### config.mk
export PLATFORM = sky130hd
export DESIGN_NAME = extbus_host
export DESIGN_NICKNAME = d
export VERILOG_FILES = /design/src/rtl/extbus_host.sv
export SDC_FILE = /design/constraint.sdc
export NUM_CORES = 1
export LEC_CHECK = 0
export ABC_AREA = 1
export CAP_MARGIN = 25
export CORE_UTILIZATION = 40
export DETAILED_ROUTE_END_ITERATION = 16
export HOLD_SLACK_MARGIN = 0.08
export PLACE_DENSITY_LB_ADDON = 0.12
export SLEW_MARGIN = 20
export SYNTH_ARGS = -nofsm -noshare
export SYNTH_HDL_FRONTEND = slang
export SYNTH_SLANG_ARGS = --single-unit
export TNS_END_PERCENT = 1
### constraint.sdc
create_clock -name clk25 -period 4.45 [get_ports clk25]
set_input_delay 0.89 -clock clk25 [delete_from_list [all_inputs] [get_ports clk25]]
set_output_delay 0.89 -clock clk25 [all_outputs]
set_load 0.02 [all_outputs]
### src/rtl/extbus_host.sv
// Host-side initiator for the VERA 8-bit external bus: converts valid/ready
// requests into timed cs_n/rd_n/wr_n cycles and synchronizes the device IRQ.
module extbus_host #(
  parameter int SETUP_CYCLES  = 1,
  parameter int STROBE_CYCLES = 3,
  parameter int HOLD_CYCLES   = 1,
  parameter int TURN_CYCLES   = 1
) (
  input  logic       clk25,
  input  logic       rst_n,
  input  logic       req_valid,
  output logic       req_ready,
  input  logic       req_write,
  input  logic [4:0] req_addr,
  input  logic [7:0] req_wdata,
  output logic       rsp_valid,
  output logic [7:0] rsp_rdata,
  output logic       irq,
  output logic       extbus_cs_n,
  output logic       extbus_rd_n,
  output logic       extbus_wr_n,
  output logic [4:0] extbus_a,
  output logic [7:0] extbus_d_out,
  output logic       extbus_d_oe,
  input  logic [7:0] extbus_d_in,
  input  logic       extbus_irq_n
);

  // Phase counters load N-1 on entry and leave the phase when they hit zero.
  localparam logic [3:0] SETUP_LD  = 4'(SETUP_CYCLES - 1);
  localparam logic [3:0] STROBE_LD = 4'(STROBE_CYCLES - 1);
  localparam logic [3:0] HOLD_LD   = 4'(HOLD_CYCLES - 1);
  localparam logic [3:0] TURN_LD   = 4'(TURN_CYCLES - 1);

  typedef enum logic [2:0] {IDLE, SETUP, STROBE, HOLD, TURN} state_e;

  state_e     state_q;
  logic [3:0] cnt_q;
  logic       wr_q;
  logic       ready_q;
  logic       cs_n_q;
  logic       rd_n_q;
  logic       wr_n_q;
  logic [4:0] a_q;
  logic [7:0] dout_q;
  logic       doe_q;
  logic       rv_q;
  logic [7:0] rdata_q;
  logic       irq_s1_q;
  logic       irq_s2_q;

  always_ff @(posedge clk25 or negedge rst_n) begin
    if (!rst_n) begin
      state_q <= IDLE;
      cnt_q   <= 4'd0;
      wr_q    <= 1'b0;
      ready_q <= 1'b1;
      cs_n_q  <= 1'b1;
      rd_n_q  <= 1'b1;
      wr_n_q  <= 1'b1;
      a_q     <= 5'd0;
      dout_q  <= 8'd0;
      doe_q   <= 1'b0;
      rv_q    <= 1'b0;
      rdata_q <= 8'd0;
    end else begin
      rv_q <= 1'b0;
      case (state_q)
        IDLE: begin
          if (req_valid && ready_q) begin
            state_q <= SETUP;
            cnt_q   <= SETUP_LD;
            ready_q <= 1'b0;
            cs_n_q  <= 1'b0;
            a_q     <= req_addr;
            wr_q    <= req_write;
            if (req_write) begin
              dout_q <= req_wdata;
              doe_q  <= 1'b1;
            end
          end
        end
        SETUP: begin
          if (cnt_q == 4'd0) begin
            state_q <= STROBE;
            cnt_q   <= STROBE_LD;
            rd_n_q  <= wr_q;
            wr_n_q  <= ~wr_q;
          end else begin
            cnt_q <= cnt_q - 4'd1;
          end
        end
        STROBE: begin
          if (cnt_q == 4'd0) begin
            // Read data is captured on the same edge that releases rd_n.
            state_q <= HOLD;
            cnt_q   <= HOLD_LD;
            rd_n_q  <= 1'b1;
            wr_n_q  <= 1'b1;
            rv_q    <= 1'b1;
            if (!wr_q) rdata_q <= extbus_d_in;
          end else begin
            cnt_q <= cnt_q - 4'd1;
          end
        end
        HOLD: begin
          if (cnt_q == 4'd0) begin
            state_q <= TURN;
            cnt_q   <= TURN_LD;
            cs_n_q  <= 1'b1;
            doe_q   <= 1'b0;
          end else begin
            cnt_q <= cnt_q - 4'd1;
          end
        end
        TURN: begin
          if (cnt_q == 4'd0) begin
            state_q <= IDLE;
            ready_q <= 1'b1;
          end else begin
            cnt_q <= cnt_q - 4'd1;
          end
        end
        default: begin
          state_q <= IDLE;
          ready_q <= 1'b1;
          cs_n_q  <= 1'b1;
          rd_n_q  <= 1'b1;
          wr_n_q  <= 1'b1;
          doe_q   <= 1'b0;
        end
      endcase
    end
  end

  // Two-flop synchronizer; flops idle at the deasserted (high) level.
  always_ff @(posedge clk25 or negedge rst_n) begin
    if (!rst_n) begin
      irq_s1_q <= 1'b1;
      irq_s2_q <= 1'b1;
    end else begin
      irq_s1_q <= extbus_irq_n;
      irq_s2_q <= irq_s1_q;
    end
  end

  assign req_ready    = ready_q;
  assign rsp_valid    = rv_q;
  assign rsp_rdata    = rdata_q;
  assign irq          = ~irq_s2_q;
  assign extbus_cs_n  = cs_n_q;
  assign extbus_rd_n  = rd_n_q;
  assign extbus_wr_n  = wr_n_q;
  assign extbus_a     = a_q;
  assign extbus_d_out = dout_q;
  assign extbus_d_oe  = doe_q;

endmodule

Word-level counts from Yosys, hierarchy flattened
Index checks and enable logic that the tools add are counted.
{"block": "op_classes", "addsub": 1, "n_mul": 0, "n_div": 0, "order_cmp": 0, "n_eq_ne": 11, "n_shift": 0, "muxes": 25, "bitwise": 5, "reduce_logical": 17}
{"cell": "AND reduction 3 bit", "n": 6}
{"cell": "2-to-1 mux 4 bit", "n": 4}
{"cell": "case mux 4 bit (4 select lines)", "n": 1}
{"cell": "2-to-1 mux 3 bit", "n": 5}
{"cell": "case mux 1 bit (3 select lines)", "n": 5}
{"cell": "case mux 3 bit (5 select lines)", "n": 1}
{"cell": "inequality test 2 bit (second input constant)", "n": 7}
{"cell": "2-to-1 mux 1 bit", "n": 9}
{"cell": "OR reduction 3 bit", "n": 3}
{"cell": "equality test 3 x 2 -> 1 bit (second input constant)", "n": 2}
{"cell": "NOT 1 bit", "n": 5}
{"cell": "AND reduction 5 bit", "n": 1}
{"cell": "zero test 4 bit", "n": 1}
{"cell": "AND reduction 4 bit", "n": 1}
{"cell": "nonzero test 4 bit", "n": 1}
{"cell": "subtractor 4 x 1 -> 4 bit (second input constant)", "n": 1}
{"cell": "equality test 3 x 1 -> 1 bit (second input constant)", "n": 1}
{"cell": "equality test 3 bit (second input constant)", "n": 1}
{"cell": "zero test 3 bit", "n": 1}
{"cell": "AND reduction 2 bit", "n": 1}
{"cell": "OR reduction 2 bit", "n": 1}
{"cell": "logical AND 1 bit", "n": 1}
{"block": "totals", "reg_bits": 37, "latch_bits": 0, "mem_bits_rw": 0, "mem_bits_ro": 0, "input_bits": 26, "out_inout_bits": 28, "word_cells": 73, "mem_count": 0}

Longest topological paths before layout
Gate-level depths: netlist (run 1).
{"block": "depth", "ltp_word": 4, "mapped_depth": 9, "mapped_depth_nobuf": 8}

Worst setup path after synthesis (run 1)
No wires, ideal clock.
{"block": "synth_path", "path_type": "input to register", "from": "input port req_write", "to": "register doe_q, in the netlist extbus_d_oe", "setup_ps": 121, "t_arrival_ps": 1519, "t_required_ps": 4329, "path_slack_ps": 2810, "cell_stages": 5, "n_path_buf": 1, "path_cell_list": "clkbuf_1 nand3b_1 nand3_1 o21ai_1 nand2_1"}
{"block": "synth_via", "elab_chain_cells": 2}
{"item": "from (decl)", "line_no": "13", "text": "input logic req_write,"}
{"item": "inequality test 2 bit (no line)"}
{"item": "AND reduction 4 bit (no line)"}
{"item": "to (signal assigned)", "line_no": "63", "text": "doe_q <= 1'b0;"}
{"item": "to (signal assigned)", "line_no": "79", "text": "doe_q <= 1'b1;"}
{"item": "to (signal assigned)", "line_no": "111", "text": "doe_q <= 1'b0;"}
{"item": "to (decl)", "line_no": "46", "text": "logic doe_q;"}
Every way passes these cells.
A chain may end at the register's enable or synchronous reset.

Worst setup path in the final report (run 1)
{"block": "layout_path", "from": "register ready_q, in the netlist req_ready", "to": "output port req_ready"}
{"item": "from (decl)", "line_no": "40", "text": "logic ready_q;"}
{"item": "from (signal assigned)", "line_no": "57", "text": "ready_q <= 1'b1;"}
{"item": "from (signal assigned)", "line_no": "73", "text": "ready_q <= 1'b0;"}
{"item": "from (signal assigned)", "line_no": "119", "text": "ready_q <= 1'b1;"}
{"item": "to (decl)", "line_no": "12", "text": "output logic req_ready,"}
No word-level cell between the ends.

==> results of run 1 <==
[registers in the layout, indices dropped and copies added (netlist names), 3 cells and up]
signal	count
extbus_a	5
rsp_rdata	8
state_q	3
extbus_d_out	8
cnt_q	4
[power groups by stage]
stage / clock network (mW) / logic [mW] / registers [mW]
2_1_floorplan: 0 / 0.446 / 0.732
3_3_place_gp: 0 / 0.889 / 0.617
3_5_place_dp: 0 / 0.904 / 0.612
4_1_cts: 0.294 / 0.906 / 0.611
5_1_grt: 0.305 / 0.994 / 0.632
6_report: 0.286 / 0.893 / 0.609
[how the worst min path moves through the flow]
stage / startpoint / to / slack (ns)
floorplan: irq_s1_q / irq_s2_q / 0.35
global placement: irq_s1_q / irq_s2_q / 0.35
detailed placement: irq_s1_q / irq_s2_q / 0.35
CTS: irq_s1_q / irq_s2_q / 0.36
global route: irq_s1_q / irq_s2_q / 0.36
finish: irq_s1_q / irq_s2_q / 0.36
[cells by family (layout without fill, tap and decap cells)]
family | Yosys count | in the layout
xor gates and xnor gates | 1 | 1
AOI/OAI and AO/OA | 26 | 26
DFF | 37 | 37
buffers and inverters | 24 | 81
and+or+nand+nor | 102 | 102
adders and majority gates | 1 | 1
[cells in the final DEF (no fill, tap or decap)]
| master | instances |
|---|---|
| nand3b_1 | 1 |
| clkdlybuf4s50_1 | 52 |
| o21ai_2 | 3 |
| nor3_4 | 1 |
| nand3_1 | 17 |
| o21ai_0 | 15 |
| nand2_4 | 1 |
| o211ai_1 | 1 |
| inv_1 | 18 |
| clkbuf_8 | 5 |
| bufinv_16 | 1 |
| nand2_2 | 10 |
| dfstp_2 | 6 |
| nor2_2 | 1 |
| ha_1 | 1 |
| buf_2 | 1 |
| nand3_2 | 1 |
| dfrtp_1 | 31 |
| nand2_1 | 55 |
| o21ai_1 | 1 |
| inv_2 | 2 |
| nor2_1 | 12 |
| xnor2_1 | 1 |
| a21oi_1 | 6 |
| clkbuf_1 | 1 |
| clkinv_2 | 1 |
| nor2_4 | 3 |
[metal layers]
metal	track usage	part of all wire
met5	0	0
met4	0.0745	0.013
met3	0.0462	0.049
met2	0.228	0.45
met1	0.231	0.49
[final cells by class]
class                   instances  area [um2]  share of cell area
inverters                      20        75.1              0.0319
multi-input cells             130         649               0.276
repair buffers                 53         526               0.223
flip-flops and latches         37         933               0.397
well taps                      50        62.6              0.0266
clock inverters                 2        35.0              0.0149
clock buffers                   6        72.6              0.0308
[per-stage QoR]
stage | util | hold WS, ns
after floorplan | - | 0.345
after global placement | 0.557 | 0.346
after detailed placement | 0.557 | 0.348
after CTS | 0.584 | 0.359
after global routing | 0.584 | 0.363
final | 0.584 | 0.359
==> results.tsv, run 1 <==
stage	metric	value	unit
outcome	outcome	complete, no violations	
sta	RSZ-0062 raised after global routing	false	
sta	Setup Skew	0.00879	ns
placement	pre-CTS setup slack	2.11	ns
drt	DR pass1 iterations	4	
cells_and_area	Final Cell Area	0.00235	mm2
drt	wirelength, routed	3380	um
logic_synthesis	Cells after Synth	191	
worst_setup_path	CP Launch Point	req_ready	
clock_network	Post-CTS Setup Inserts	0	
global_routing	GR Util All Layers	0.163	
sta	Final WS setup	2.12	ns
logic_synthesis	synth top area cells	dfrtp_1, nand2_1, dfstp_2, nand3_1, o21ai_0	
power	sequential share of power	0.340	
worst_setup_path	FF-to-FF Start	cnt_q[0]	
clock_network	CTS sink count	37	
logic_synthesis	compound-gate portion of the synthesized area	0.0849	
floorplanning	Die H	67.1	um
clock_network	CTS Buf Count	5	
logic_synthesis	Post-Syn Area	0.00170	mm2
sta	crit path time final	2.33	ns
worst_setup_path	CP required	3.56	ns
worst_setup_path	crit path capture	req_ready	
worst_setup_path	Buf+Inv Stages, Crit Path	1	
worst_setup_path	CP Max Fanout	3	
logic_synthesis	Synth Area in Adders	0.00738	
clock_network	CTS tree	yes	
cells_and_area	Syn-to-layout area delta	38.8	%
placement	Inst Count DP	290	
floorplanning	Die X	67.1	um
global_routing	vias in the first global route	1209	
logic_synthesis	Post-synth ARST share	1.00	
power	switching pwr	745	uW
worst_setup_path	cell depth of the worst setup path	1	
sta	Slew HR	0.460	
worst_setup_path	Reg2Reg Depth	5	
clock_network	Clk Latency, worst-skew pair	0.29	ns
floorplanning	Site Rows	23	
power	pwr/cell area	760	mW/mm2
logic_synthesis	Synth Flop Type	dfrtp_1	
drt	Routed wire per std cell	11.3	um
logic_synthesis	mean area per synthesized cell	8.88	um2
cells_and_area	Post-Layout Cell Count	298	
placement	PortBufs	53	
worst_setup_path	crit-path max cell delay	0.60	ns
drt	via count	1375	
logic_synthesis	Yosys top cell area share	0.458	
logic_synthesis	simple-gate share of the synthesized area	0.286	
hold_path	hold depth	0	
worst_setup_path	worst-path cell chain	clkdlybuf4s50_1	
worst_setup_path	Worst setup SP type	flip-flop	
cells_and_area	layout cells sized above 1	0.145	
clock_network	post-cts sizing count	0	
logic_synthesis	Synth Warn #	0	
clock_network	hold buffer count at cts	0	
cells_and_area	ant diodes	0	
logic_synthesis	largest family of logic cells by synthesized area	simple AND/OR/NAND/NOR gates	
sta	Least-Margin Pin Slew	0.810	ns
power	Gate power share	0.500	
worst_setup_path	Crit path max-delay family	buffers and inverters	
clock_network	Max Root-Sink Buffers	2	
global_routing	grt ovf	0	
power	Leakage	1.12	nW
flow_run	max_cap viols	0	
sta	maximum clock frequency	0.430	GHz
cells_and_area	count of nets after finishing	274	
global_routing	initial antenna violation count	0	
logic_synthesis	sequential element share of the synthesized area	0.551	
drt	Routed Antenna Nets	0	
clock_network	Worst-path clk slew	0.08	ns
global_routing	largest net degree at the start of global routing	38	
floorplanning	Core Footprint	0.00403	mm2
clock_network	root buf cell	clkbuf_8	
sta	fin crit share	0.523	
drt	DRT iter0 DRCs	108	
sta	Setup TNS	0	ns
logic_synthesis	Netlist cell types	23	
placement	Placer Congestion	0.805	
placement	detailed-placement wirelength estimate	2440	um
floorplanning	initial core utilization	0.421	
cells_and_area	filler instances	384	
logic_synthesis	synth cell count leaders	nand2_1, dfrtp_1, inv_1	
power	worst vdd ir	307	uV
drt	DR vias/cell	4.61	
sta	Fin. Hold Viols	0	
worst_setup_path	CP max-delay cell	clkdlybuf4s50_1	
floorplanning	# IOs	54	
placement	Placement Cell Area	0.00225	mm2
worst_setup_path	CP Data Arrival Time	1.44	ns
worst_setup_path	reg2reg end	rsp_rdata[4]	
logic_synthesis	Synth Area in XOR/XNOR	0.00517	
global_routing	first-pass GRT wire length	5470	um
logic_synthesis	cell taking the most area after synthesis	dfrtp_1	
hold_path	Min-Delay Path Class	flip-flop to flip-flop	
logic_synthesis	EDFF count, synth	0	
sta	Final setup viols	0	
worst_setup_path	flop2flop setup slack	2.71	ns
worst_setup_path	critical setup path kind	flip-flop to output pin	
sta	Final Slew Violations	0	
logic_synthesis	syn nets	218	
power	switching part of the total	0.417	
clock_network	H-tree Lvls	2	
logic_synthesis	most common cell in the netlist	nand2_1	
logic_synthesis	mux cell area share after synthesis	0	
power	internal power	1.04	mW
drt	DRC	0	
floorplanning	Die ar.	0.00450	mm2
power	clock power share	0.160	
worst_setup_path	CP Capture Type	output pin	
power	Tot Pwr	1.79	mW
logic_synthesis	FF+latch count, synth	37	
No activity file was read; power rests on OpenSTA's default activity.
==> run 2, diff against run 1 <==
==> constraint.sdc (replaced) <==
create_clock -name clk25 -period 1.9 [get_ports clk25]
set_input_delay 0.38 -clock clk25 [delete_from_list [all_inputs] [get_ports clk25]]
set_output_delay 0.38 -clock clk25 [all_outputs]
set_load 0.02 [all_outputs]
==> results.tsv, run 2 (same netlist as run 1, synthesis figures left out) <==
stage	metric	value	unit	change
floorplanning	Die ar.	0.00450	mm2	unchanged
flow_run	max_cap viols	0		unchanged
sta	crit path time final	1.81	ns	
drt	Routed wire per std cell	11.0	um	-2.7%
drt	Routed Antenna Nets	0		unchanged
clock_network	CTS Buf Count	5		unchanged
clock_network	Max Root-Sink Buffers	2		unchanged
worst_setup_path	Buf+Inv Stages, Crit Path	1		unchanged
sta	fin crit share	0.954		
power	pwr/cell area	1720	mW/mm2	+130%
placement	detailed-placement wirelength estimate	2430	um	-0.36%
drt	DR pass1 iterations	4		unchanged
clock_network	root buf cell	clkbuf_8		
worst_setup_path	CP required	1.52	ns	-2.04 ns
power	Leakage	1.13	nW	+0.82%
drt	DRC	0		unchanged
floorplanning	Die X	67.1	um	unchanged
placement	Placer Congestion	0.787		-2.2%
clock_network	Clk Latency, worst-skew pair	0.29	ns	about the same
clock_network	Worst-path clk slew	0.07	ns	about the same
drt	via count	1383		+0.58%
worst_setup_path	CP Capture Type	output pin		
sta	Setup TNS	0	ns	unchanged
sta	Least-Margin Pin Slew	0.461	ns	-0.350 ns
drt	DR vias/cell	4.58		-0.75%
power	worst vdd ir	722	uV	+130%
clock_network	post-cts sizing count	0		unchanged
clock_network	Post-CTS Setup Inserts	0		unchanged
sta	Final Slew Violations	0		unchanged
sta	maximum clock frequency	0.552	GHz	
cells_and_area	commonest non-fill, non-tap cell in the layout	nand2_1		
clock_network	H-tree Lvls	2		unchanged
floorplanning	# IOs	54		unchanged
cells_and_area	ant diodes	0		unchanged
drt	DRT iter0 DRCs	64		-41%
worst_setup_path	reg2reg end	rsp_rdata[4]		
floorplanning	Die H	67.1	um	unchanged
outcome	outcome	complete, no violations		
worst_setup_path	CP max-delay cell	clkdlybuf4s50_1		
cells_and_area	Syn-to-layout area delta	39.3	%	
worst_setup_path	Reg2Reg Depth	6		+1
cells_and_area	filler instances	362		-5.7%
cells_and_area	Post-Layout Cell Count	302		+1.3%
global_routing	vias in the first global route	1191		-1.5%
worst_setup_path	CP Max Fanout	3		unchanged
global_routing	GR Util All Layers	0.162		-0.00109
worst_setup_path	critical setup path kind	flip-flop to output pin		
cells_and_area	most frequent cells in the layout	nand2_1, clkdlybuf4s50_1, dfrtp_1, inv_1, nand3_1		
placement	Inst Count DP	294		+1.4%
cells_and_area	layout cells sized above 1	0.163		+0.0175
worst_setup_path	CP Data Arrival Time	1.43	ns	about the same
worst_setup_path	worst-path cell chain	clkdlybuf4s50_1		
global_routing	first-pass GRT wire length	5380	um	-1.8%
worst_setup_path	flop2flop setup slack	0.39	ns	-2.32 ns
clock_network	CTS sink count	37		unchanged
sta	Final setup viols	0		unchanged
sta	Setup Skew	0.00260	ns	-0.00619 ns
global_routing	largest net degree at the start of global routing	38		unchanged
drt	wirelength, routed	3330	um	-1.4%
worst_setup_path	crit-path max cell delay	0.60	ns	about the same
sta	Slew HR	0.693		+0.233
worst_setup_path	FF-to-FF Start	cnt_q[0]		
hold_path	Min-Delay Path Class	input port to async pin		
sta	RSZ-0062 raised after global routing	false		
floorplanning	initial core utilization	0.421		unchanged
global_routing	grt ovf	0		unchanged
cells_and_area	fin util	0.586		+0.00217
placement	Placement Cell Area	0.00228	mm2	+1.3%
sta	Fin. Hold Viols	0		unchanged
worst_setup_path	Crit path max-delay family	buffers and inverters		
placement	PortBufs	53		unchanged
clock_network	hold buffer count at cts	0		unchanged
cells_and_area	count of nets after finishing	278		+1.5%
worst_setup_path	CP Launch Point	req_ready		
clock_network	CTS tree	yes		
global_routing	initial antenna violation count	0		unchanged
floorplanning	Site Rows	23		unchanged
cells_and_area	Final Cell Area	0.00236	mm2	+0.37%
floorplanning	Core Footprint	0.00403	mm2	unchanged
worst_setup_path	Worst setup SP type	flip-flop		
==> run 2: per-stage QoR <==
step	setup slack, ns	total power, mW	hold WS [ns]
finish	0.0876	4.05	0.119
global route	0.0383	4.42	0.166
CTS	0.0723	4.10	0.143
detailed placement	0.212	3.55	0.354
global placement	0.260	3.54	0.345
floorplan	0.473	2.76	0.0844
==> run 2: routing by layer <==
layer  share of wire  wire, um  global-route usage  vias to the layer above
met3           0.047       158              0.0548                        5
met2            0.45      1500               0.234                       33
li1                -         -                   -                      722
met4           0.011        38              0.0638                        0
met5               0         0                   0                        -
met1            0.49      1640               0.222                      623
==> run 2: power breakdown <==
group          leakage, nW  switching (mW)  internal [mW]
combinational        0.643            1.19          0.897
sequential           0.441           0.270           1.16
clock               0.0439           0.282          0.253
total                 1.13            1.74           2.31
==> run 2: cell type report <==
cell class,instances,area [um2],area share
clock buffer,5,68.8,0.0291
clock inverter,3,17.5,0.00742
inverter,20,75.1,0.0318
multi-input combinational,130,649,0.275
sequential,37,933,0.395
tap,50,62.6,0.0265
timing repair buffer,57,556,0.235
==> run 2: how the worst max path moves through the flow <==
stage | depth (start not counted) | slack [ns] | to
final | 1 | 0.09 | req_ready
after global routing | 1 | 0.04 | req_ready
after CTS | 1 | 0.07 | req_ready
after detailed placement | 6 | 0.21 | extbus_d_out[4]
after global placement | 6 | 0.26 | extbus_d_out[1]
after floorplan | 6 | 0.47 | rsp_rdata[0]
==> run 3, diff against run 2 <==
--- a/config.mk
+++ b/config.mk
@@ -10,7 +10,7 @@
 export CORE_UTILIZATION = 40
 export DETAILED_ROUTE_END_ITERATION = 16
 export HOLD_SLACK_MARGIN = 0.08
-export PLACE_DENSITY_LB_ADDON = 0.12
+export PLACE_DENSITY = 0.71
 export SLEW_MARGIN = 20
 export SYNTH_ARGS = -nofsm -noshare
 export SYNTH_HDL_FRONTEND = slang
==> constraint.sdc (replaced) <==
create_clock -name clk25 -period 2.3 [get_ports clk25]
set_input_delay 0.46 -clock clk25 [delete_from_list [all_inputs] [get_ports clk25]]
set_output_delay 0.46 -clock clk25 [all_outputs]
set_load 0.02 [all_outputs]
==> results.tsv, run 3 (same netlist as run 1, synthesis figures left out) <==
stage	metric	value	unit	change
power	Leakage	1.10	nW	-2.2%
hold_path	Min-Delay Path Class	input port to async pin		
placement	pre-CTS setup slack	0.412	ns	+0.200 ns
flow_run	max_cap viols	0		unchanged
global_routing	vias in the first global route	1323		+11%
clock_network	hold buffer count at cts	0		unchanged
floorplanning	Core Footprint	0.00403	mm2	unchanged
clock_network	Max Root-Sink Buffers	2		unchanged
worst_setup_path	CP Max Fanout	2		-1
drt	metal2 WL	1470	um	-2.3%
worst_setup_path	Crit path max-delay family	buffers and inverters		
drt	Routed Antenna Nets	0		unchanged
cells_and_area	ant diodes	0		unchanged
clock_network	CTS sink count	37		unchanged
clock_network	Worst-path clk slew	0.07	ns	about the same
worst_setup_path	Reg2Reg Depth	5		-1
worst_setup_path	FF-to-FF Start	cnt_q[0]		
worst_setup_path	CP Data Arrival Time	1.43	ns	about the same
power	pwr/cell area	1440	mW/mm2	-16%
drt	WL met1	1610	um	-1.6%
worst_setup_path	worst-path cell chain	clkdlybuf4s50_1		
global_routing	first-pass GRT wire length	5780	um	+7.4%
sta	maximum clock frequency	0.530	GHz	
sta	Fin. Hold Viols	0		unchanged
sta	fin crit share	0.820		
outcome	outcome	complete, no violations		
global_routing	grt ovf	0		unchanged
clock_network	Post-CTS Setup Inserts	0		unchanged
cells_and_area	most frequent cells in the layout	nand2_1, clkdlybuf4s50_1, dfrtp_1, inv_1, nand3_1		
floorplanning	# IOs	54		unchanged
worst_setup_path	CP Capture Type	output pin		
worst_setup_path	crit-path max cell delay	0.61	ns	about the same
clock_network	CTS Buf Count	5		unchanged
sta	Setup TNS	0	ns	unchanged
drt	DRT iter0 DRCs	56		-13%
floorplanning	initial core utilization	0.421		unchanged
placement	detailed-placement wirelength estimate	2440	um	+0.49%
cells_and_area	Syn-to-layout area delta	37.2	%	
worst_setup_path	flop2flop setup slack	0.57	ns	+0.18 ns
drt	Top Metal Used	met4		
clock_network	CTS tree	yes		
drt	DR vias/cell	4.74		+3.6%
sta	Final setup viols	0		unchanged
drt	Routed wire per std cell	11.3	um	+2.0%
worst_setup_path	CP max-delay cell	clkdlybuf4s50_1		
placement	PortBufs	53		unchanged
floorplanning	Die H	67.1	um	unchanged
clock_network	root buf cell	clkbuf_8		
global_routing	largest net degree at the start of global routing	38		unchanged
cells_and_area	count of nets after finishing	274		-1.4%
sta	Final Slew Violations	0		unchanged
sta	Final WS setup	0.413	ns	+0.326 ns
worst_setup_path	reg2reg end	rsp_rdata[2]		
clock_network	post-cts sizing count	0		unchanged
worst_setup_path	critical setup path kind	flip-flop to output pin		
global_routing	GR Util All Layers	0.174		+0.0121
cells_and_area	layout cells sized above 1	0.137		-0.0256
drt	wirelength, routed	3360	um	+0.69%
sta	crit path time final	1.89	ns	
drt	DR pass1 iterations	4		unchanged
cells_and_area	commonest non-fill, non-tap cell in the layout	nand2_1		
sta	Slew HR	0.461		-0.232
drt	DR WL met3	232	um	+47%
power	worst vdd ir	660	uV	-8.6%
clock_network	Clk Latency, worst-skew pair	0.28	ns	about the same
floorplanning	Site Rows	23		unchanged
floorplanning	Die X	67.1	um	unchanged
drt	via count	1414		+2.2%
placement	Placer Congestion	0.782		-0.65%
global_routing	initial antenna violation count	0		unchanged
cells_and_area	fin util	0.577		-0.00901
sta	Setup Skew	0.00217	ns	-0.000429 ns
sta	Least-Margin Pin Slew	0.809	ns	+0.348 ns
floorplanning	Die ar.	0.00450	mm2	unchanged
sta	hold slack	0.264	ns	+0.145 ns
power	Tot Pwr	3.34	mW	-18%
worst_setup_path	Worst setup SP type	flip-flop		
worst_setup_path	Buf+Inv Stages, Crit Path	1		unchanged
worst_setup_path	CP required	1.84	ns	+0.32 ns
clock_network	H-tree Lvls	2		unchanged
sta	RSZ-0062 raised after global routing	false		
drt	DRC	0		unchanged
[run 3: cell types whose count changed in the layout (fill, tap and decap cells not counted), sizes merged]
cell / change
buf: -4
clkinvlp: -1
clkbuf: +3
clkinv: -2
[run 3: worst max path at each step]
| stage | start | to | slack, ns | depth (start not counted) |
|---|---|---|---|---|
| 5_1_grt | extbus_rd_n | extbus_rd_n | 0.37 | 1 |
| 4_1_cts | extbus_rd_n | extbus_rd_n | 0.39 | 1 |
| 6_report | extbus_rd_n | extbus_rd_n | 0.41 | 1 |
| 3_5_place_dp | req_valid | extbus_d_out[0] | 0.41 | 6 |
| 2_1_floorplan | cnt_q[0] | rsp_rdata[0] | 0.87 | 6 |
| 3_3_place_gp | req_valid | extbus_d_out[2] | 0.43 | 6 |
[run 3: routing by layer]
| metal | global-route usage | up-vias |
|---|---|---|
| li1 | - | 719 |
| met1 | 0.226 | 649 |
| met2 | 0.265 | 41 |
| met3 | 0.0668 | 5 |
| met4 | 0.0559 | 0 |
| met5 | 0 | - |
[run 3: where the power goes]
group          switching, mW  internal [mW]
Combinational          0.985          0.736
Sequential             0.225          0.962
Clock                  0.215          0.215
Total                   1.43           1.91
[run 3: final cells by class]
cell class | count | area, um2
clock buffers | 8 | 80.1
fillers | 396 | 1700
inverters | 20 | 75.1
multi-input cells | 130 | 649
flip-flops and latches | 37 | 933
well taps | 50 | 62.6
repair buffers | 53 | 526
[run 3: stage by stage]
step / cell area, um2 / instances
6_report: 2330 / 298
5_1_grt: 2330 / 298
4_1_cts: 2330 / 298
3_5_place_dp: 2250 / 290
3_3_place_gp: 2250 / 290
2_1_floorplan: 1700 / 191
